## src/rtl/parking_management.sv

```systemverilog
// Occupancy controller for a shared uni / public car park.
// Counts parked cars per category against an hour-dependent capacity split.
module parking_management #(
  parameter int unsigned TOTAL_CAP   = 700,
  parameter int unsigned UNI_CAP_DAY = 500,
  parameter int unsigned CAP_STEP    = 50,
  parameter int unsigned UNI_CAP_EVE = 200
) (
  input  logic       clk,
  input  logic       rst_n,
  input  logic [4:0] current_hour,
  input  logic       car_entered,
  input  logic       is_uni_car_entered,
  input  logic       car_exited,
  input  logic       is_uni_car_exited,
  output logic [9:0] uni_parked_car,
  output logic [9:0] parked_car,
  output logic [9:0] uni_vacated_space,
  output logic [9:0] vacated_space,
  output logic       uni_is_vacated_space,
  output logic       is_vacated_space
);

  localparam logic [9:0] TOTAL   = 10'(TOTAL_CAP);
  localparam logic [9:0] UNI_DAY = 10'(UNI_CAP_DAY);
  localparam logic [9:0] STEP    = 10'(CAP_STEP);
  localparam logic [9:0] UNI_EVE = 10'(UNI_CAP_EVE);

  logic [9:0] uni_cap;
  logic [9:0] non_cap;
  logic [9:0] uni_cnt;
  logic [9:0] non_cnt;
  logic [9:0] uni_post_exit;
  logic [9:0] non_post_exit;
  logic [9:0] uni_next;
  logic [9:0] non_next;
  logic       entered_q;
  logic       exited_q;
  logic       entry_rise;
  logic       exit_rise;

  always_comb begin
    uni_cap = UNI_EVE;
    if (current_hour <= 5'd12)
      uni_cap = UNI_DAY;
    else if (current_hour == 5'd13)
      uni_cap = UNI_DAY - STEP;
    else if (current_hour == 5'd14)
      uni_cap = UNI_DAY - (STEP << 1);
    else if (current_hour == 5'd15)
      uni_cap = UNI_DAY - (STEP * 10'd3);
    non_cap = TOTAL - uni_cap;
  end

  assign entry_rise = car_entered & ~entered_q;
  assign exit_rise  = car_exited  & ~exited_q;

  // Exit is applied first so a same-cycle entry sees the freed space.
  always_comb begin
    uni_post_exit = uni_cnt;
    non_post_exit = non_cnt;
    if (exit_rise) begin
      if (is_uni_car_exited) begin
        if (uni_cnt != '0) uni_post_exit = uni_cnt - 10'd1;
      end else begin
        if (non_cnt != '0) non_post_exit = non_cnt - 10'd1;
      end
    end
    uni_next = uni_post_exit;
    non_next = non_post_exit;
    if (entry_rise) begin
      if (is_uni_car_entered) begin
        if (uni_post_exit < uni_cap) uni_next = uni_post_exit + 10'd1;
      end else begin
        if (non_post_exit < non_cap) non_next = non_post_exit + 10'd1;
      end
    end
  end

  always_ff @(posedge clk or negedge rst_n) begin
    if (!rst_n) begin
      uni_cnt   <= '0;
      non_cnt   <= '0;
      entered_q <= 1'b0;
      exited_q  <= 1'b0;
    end else begin
      uni_cnt   <= uni_next;
      non_cnt   <= non_next;
      entered_q <= car_entered;
      exited_q  <= car_exited;
    end
  end

  // Saturate: capacity may drop below current occupancy when the hour changes.
  assign uni_vacated_space    = (uni_cnt >= uni_cap) ? '0 : uni_cap - uni_cnt;
  assign vacated_space        = (non_cnt >= non_cap) ? '0 : non_cap - non_cnt;
  assign uni_is_vacated_space = (uni_vacated_space != '0);
  assign is_vacated_space     = (vacated_space != '0);
  assign uni_parked_car       = uni_cnt;
  assign parked_car           = non_cnt;

endmodule

```

## config.mk

```make
export PLATFORM = sky130hd
export DESIGN_NAME = parking_management
export DESIGN_NICKNAME = d
export VERILOG_FILES = /design/src/rtl/parking_management.sv
export SDC_FILE = /design/constraint.sdc
export NUM_CORES = 1
export LEC_CHECK = 0
export BUFFER_PORTS_ARGS = -buffer_cell sky130_fd_sc_hd__buf_2
export CAP_MARGIN = 20
export CORE_ASPECT_RATIO = 1.75
export CORE_MARGIN = 5
export CORE_UTILIZATION = 35
export CTS_BUF_LIST = sky130_fd_sc_hd__clkbuf_8
export DETAILED_ROUTE_END_ITERATION = 6
export SETUP_SLACK_MARGIN = 0.4
export SYNTH_ARGS = -nofsm -noshare
export SYNTH_HDL_FRONTEND = slang
export SYNTH_SLANG_ARGS = --single-unit
```

## constraint.sdc

```tcl
create_clock -name clk -period 4.2 [get_ports clk]
set_input_delay 0.42 -clock clk [delete_from_list [all_inputs] [get_ports clk]]
set_output_delay 0.42 -clock clk [all_outputs]
set_load 0.03 [all_outputs]
```

# Word-level counts from Yosys, hierarchy flattened
# Cells that the tools add are included.
# W data, S select, Z words.
[word_totals]
register_bits = 22
in_bits = 11
[op_classes]
addsub = 7
order_cmp = 5
reduce_logical = 4
eq_ne = 3
n_bitwise = 4
n_mux = 18
[ops]
columns = ["operator", "n"]
rows = [
  ["$mux W10", 15],
  ["$reduce_bool A10 Y1", 4],
  ["$mux W9", 3],
  ["$add A10 B1 Y10 const B", 2],
  ["$ge A10 B10 Y1", 2],
  ["$lt A10 B10 Y1", 2],
  ["$sub A10 B1 Y10 const B", 2],
  ["$sub A10 B10 Y10", 2],
  ["$eq A5 B4 Y1 const B", 3],
  ["$sub A10 B10 Y10 const A", 1],
  ["$le A5 B4 Y1 const B", 1],
  ["$and A1 B1 Y1", 2],
  ["$not A1 Y1", 2],
]

# Depth between registers and ports, before layout
[logic_depth]
depth_word = 10
ltp_mapped = 16
depth_no_buf = 16

# Worst setup path after synthesis
# No wires, ideal clock.
[synth_timing]
kind = "input port to output port"
from = "input port current_hour[3]"
to = "output port uni_is_vacated_space"
arrival_ns = 3.203
path_buffers = 0
t_required_ns = 3.780
setup_slack_ns = 0.577
cell_stages = 13
cell_sequence = "nand3_1 > nand2b_1 > inv_1 > nand2_1 > nand2_1 > ha_1 > a21o_1 > a21oi_1 > o22ai_1 > nor2_1 > nor2b_1 > nor3_1 > o21bai_1"
[synth_between]
elab_chain_len = 8
word_cells_on_any_way = 12
cone_classes = "add/sub (1); order compare (2); eq/ne (3); mux (5); reduce/logical (1)"
[synth_rtl]
columns = ["element", "line_no", "source"]
rows = [
  ["start, declared", "11", "input logic [4:0] current_hour,"],
  ["$eq A5 B4 Y1", "50", "else if (current_hour == 5'd15)"],
  ["$mux W9", "50", ""],
  ["$mux W9", "48", "else if (current_hour == 5'd14)"],
  ["$mux W9", "46", "else if (current_hour == 5'd13)"],
  ["$mux W10 (*)", "44", "if (current_hour <= 5'd12)"],
  ["$sub A10 B10 Y10 / $ge A10 B10 Y1 (equally long branches)", "95", "assign uni_vacated_space = (uni_cnt >= uni_cap) ? '0 : uni_cap - uni_cnt;"],
  ["$mux W10 (*)", "95", ""],
  ["net uni_vacated_space[8]", "18", "output logic [9:0] uni_vacated_space,"],
  ["$reduce_bool A10 Y1 (*)", "97", "assign uni_is_vacated_space = (uni_vacated_space != '0);"],
  ["end, declared", "20", "output logic uni_is_vacated_space,"],
]
# Mark *: on every way through the listed nets, which the timed path passes. The rest lies on a longest branch.

# Worst setup path in the final report
[layout_timing]
from = "input port current_hour[0]"
to = "output port is_vacated_space"
[layout_between]
elab_chain_len = 9
word_cells_on_any_way = 13
cone_classes = "add/sub (2); order compare (2); eq/ne (3); mux (5); reduce/logical (1)"
[layout_rtl]
columns = ["element", "line_no", "source"]
rows = [
  ["$eq A5 B4 Y1", "50", ""],
  ["$mux W9", "50", ""],
  ["$mux W9", "48", ""],
  ["$mux W9", "46", ""],
  ["$mux W10 (*)", "44", ""],
  ["$sub A10 B10 Y10 (*)", "52", "non_cap = TOTAL - uni_cap;"],
  ["$sub A10 B10 Y10 / $ge A10 B10 Y1 (equally long branches)", "96", "assign vacated_space = (non_cnt >= non_cap) ? '0 : non_cap - non_cnt;"],
  ["$mux W10 (*)", "96", ""],
  ["$reduce_bool A10 Y1 (*)", "98", "assign is_vacated_space = (vacated_space != '0);"],
  ["end, declared", "21", "output logic is_vacated_space"],
]
# Every way passes the cells marked *; elsewhere a longest branch is shown, timed or not.

==> results.txt <==
The run finished with clean final reports. Once placement finished, the instance area stood at 3590 µm². The startpoint type of the worst setup path is an input port. In the synthesized netlist the dominant register cell turns out to be dfrtp_1. The worst-path maximum fanout is 5. The die outline height came out at 135.4 µm. The count of antenna diodes in the layout is 0. The number of placement rows is 45. Counting every net in the synthesized netlist gives 455. Derived from the worst setup path, the maximum achievable clock frequency is 0.2767 GHz. The congestion estimate from routability-driven global placement came to 0.8697. The initial antenna violation count came out at 0. The utilization of the core after routing came out at 43.15%. The number of buffers inserted during clock tree synthesis came out at 3. Global routing consumed, over all layers together, 17.87% of the routing resources. The count of buffers inserted at the top-level ports is 52. Entering global routing, the biggest net connects 23 pins. The die covers 11060 µm². The total of endpoints with negative setup slack in the final report is 0. The core area is 8727 µm². The max-cap check violation count came out at 0. The final hold violation count is 0. In this run, post-CTS hold repair placed 0 buffers. The DRC violations left came out at 0. The critical register-to-register path startpoint is uni_parked_car[7]. The number of max-slew violations in the final report was 0. Multiplexer cells account for 4.016% of the synthesized area. The residual antenna-violating net count after detailed routing is 0. The number of levels the H-tree was split into came out at 1. The finished layout holds 587 standard cells, fillers aside.

Setup repair after global routing left no endpoint under its margin. Power spread over the standard cell area amounts to 724.0 nW/µm². The highest ir drop seen on vdd is 0.5142 mV. For this run, the post-layout net count is 522. The post-layout minimum cycle time is 3.614 ns.

The average cell area after synthesis is 7.789 µm². The netlist uses 64 different library cells. The total number of yosys warnings came out at 0. The count of flip-flops with a built-in enable after synthesis came out at 0. The count of routing violations after the opening detailed-route iteration came out at 94. Counting cells, the worst reg-to-reg path comes to 12. The max-slew headroom at the worst pin came out at 53.82%. The category of the worst setup path capture point is a primary output. The commonest non-fill, non-tap cell in the layout is buf_2. The summed area of non-filler cells in the final layout came out at 3766 µm². The number of global-route vias before repair is 3240. The required time of the worst setup path came out at 3.78 ns. Of the total synthesized cell area, the portion taken by XOR and XNOR cells is 9.463%. On the final layout, the worst clock skew is 0.01079 ns. The total via count in the routed design came out at 3182. The fraction of the mapped netlist area in compound gates is 19.52%. Using the TritonRoute via totals, the vias-per-cell ratio works out to 5.421.

Summed over all layers, the routed wires come to 9.647 mm. The synthesized instance count came out at 404. The largest family of logic cells by synthesized area is simple AND/OR/NAND/NOR gates. From synthesis to final layout, the design area changed by 19.68%.

The aggregate global routing overflow is 0. The average wire per standard cell is 16.43 µm. After synthesis, flip-flops and latches occupy 17.50% of the total area. The setup path with the least slack is of type input port to primary output. The number of sinks driven by the clock tree is 22.

The final-layout worst hold slack came out at 0.1160 ns. Once placement completed, the tool counted placed cells totaling 576. At the pin with the least slew margin, the transition time is 0.6855 ns.

For the worst setup path, the data arrival time is 3.19 ns. The first-pass GRT wire length came out at 15.39 mm. The simple-gate area share of the yosys netlist is 25.92%. The fraction of layout cells with a size suffix above 1 is 22.98%. For this run, asynchronously set or reset flops after synthesis account for 100.0%. The adder and majority cell fraction of the synthesized area came out at 16.38%. Setup slack on the worst reg-to-reg path comes out at 0.61 ns. The root buffer selected by CTS is clkbuf_8. Measured along the x axis, the die boundary spans 81.68 µm. The leakage power of the design came out at 1.815 nW. The path type of the worst min-delay path is input port to async pin. Once detailed placement completed, the half-perimeter wirelength came to 8.142 mm. The longest clock path from root to sink contains 2 buffers. In the layout the commonest cells are buf_2, inv_1, ha_1, nor2_1, xnor2_1. The aggregate negative setup slack is 0 ns.

The synthesized flop and latch total is 22. The clock transition at the register clock pins on the worst setup and hold paths after CTS came out at 0.08 ns. The launching instance or port of the critical path is current_hour[0].

The area of the mapped netlist is 3147 µm². The final cycle utilization of the critical path is 86.05%. The endpoint of the most critical register-to-register path is uni_parked_car[6].

The top-level I/O count came out at 53. The clock tree from TritonCTS is yes. Clock latency on the worst-skew pair, taken at its later pin, is 0.28 ns. Once the floorplan was initialized, standard cells occupied 36.06% of the core. The first TritonRoute pass finished after 4 iterations.
## metal layers
metal	track usage [%]	share of wire (%)
met4	9.982	5.3
met5	0	0
met2	34.53	54
met1	17.64	37
met3	1.864	3.8
## critical path, stage by stage
cell       delay (ns)
buf_2            0.11
nand3_1          0.14
nand2b_2         0.20
inv_2            0.06
buf_4            0.14
fa_1             0.43
a21o_1           0.17
a21oi_1          0.44
a21oi_1          0.18
a2111oi_2        0.31
a221o_1          0.21
o31a_1           0.12
o22ai_1          0.06
buf_2            0.18
## Yosys cell counts (all sizes together), types with 3 or more instances
cell	count	area (µm²)
nand3	13	70.07
o31ai	3	22.52
o21ai	12	60.06
a21oi	22	110.1
ha	38	475.5
nor2b	10	62.56
a31oi	4	40.04
o22ai	3	18.77
or3	3	18.77
and3	3	18.77
nand2b	6	40.04
o21bai	4	30.03
clkbuf	4	15.01
dfrtp	22	550.5
a21o	8	60.06
nor4	6	37.54
nand4	11	75.07
inv	50	187.7
o31a	4	43.80
mux2	3	33.78
or3b	3	26.28
mux2i	8	92.59
nor2	37	138.9
nand2	27	101.4
nor3b	3	22.52
o21a	8	60.06
xnor2	28	245.2
xor2	6	52.55
nor3	21	110.1
## flip-flops by register name, summed over array words and instances, names as in the netlist
signal and flops:
exited_q 1, entered_q 1, uni_parked_car 10, parked_car 10
## where the power goes
group | switching [mW] | internal [mW] | total, mW
Combinational | 1.36 | 0.794 | 2.16
Clock | 0.0769 | 0.0839 | 0.161
Sequential | 0.122 | 0.287 | 0.409
## worst max-delay path by stage
stage,cells past startpoint,end
finish,14,is_vacated_space
global route,14,is_vacated_space
CTS,15,uni_is_vacated_space
detailed placement,15,is_vacated_space
global placement,16,vacated_space[9]
floorplan,13,uni_is_vacated_space
## final cells by class
cell class / count / area (µm²)
sequential: 22 / 550.5
fill: 926 / 4961
timing repair buffer: 68 / 380.4
inverter: 50 / 187.7
tap: 117 / 146.4
clock buffer: 4 / 55.05
multi-input combinational: 326 / 2446
## logic make-up after synthesis
kind of cell	count (synthesis)
flops	22
mux	11
compound gates	85
other cells	2
simple gates	154
fa+ha+maj	40
xor+xnor	34
buf+inv	56
## through the flow
stage | power [mW] | setup WS, ns
finish | 2.727 | 0.5860
global route | 2.972 | 0.3920
CTS | 2.701 | 0.4492
detailed placement | 2.512 | 0.2406
global placement | 2.494 | 0.2792
floorplan | 1.946 | 0.5766
## timing repair
action,in CTS,in global routing
endpoints found under the hold margin,0,0
setup endpoints to repair,11,27
buffers inserted,0,7
pin swaps,0,2
gates resized for setup,4,15
gates cloned,0,0
Power figures use the tool's default switching activity.
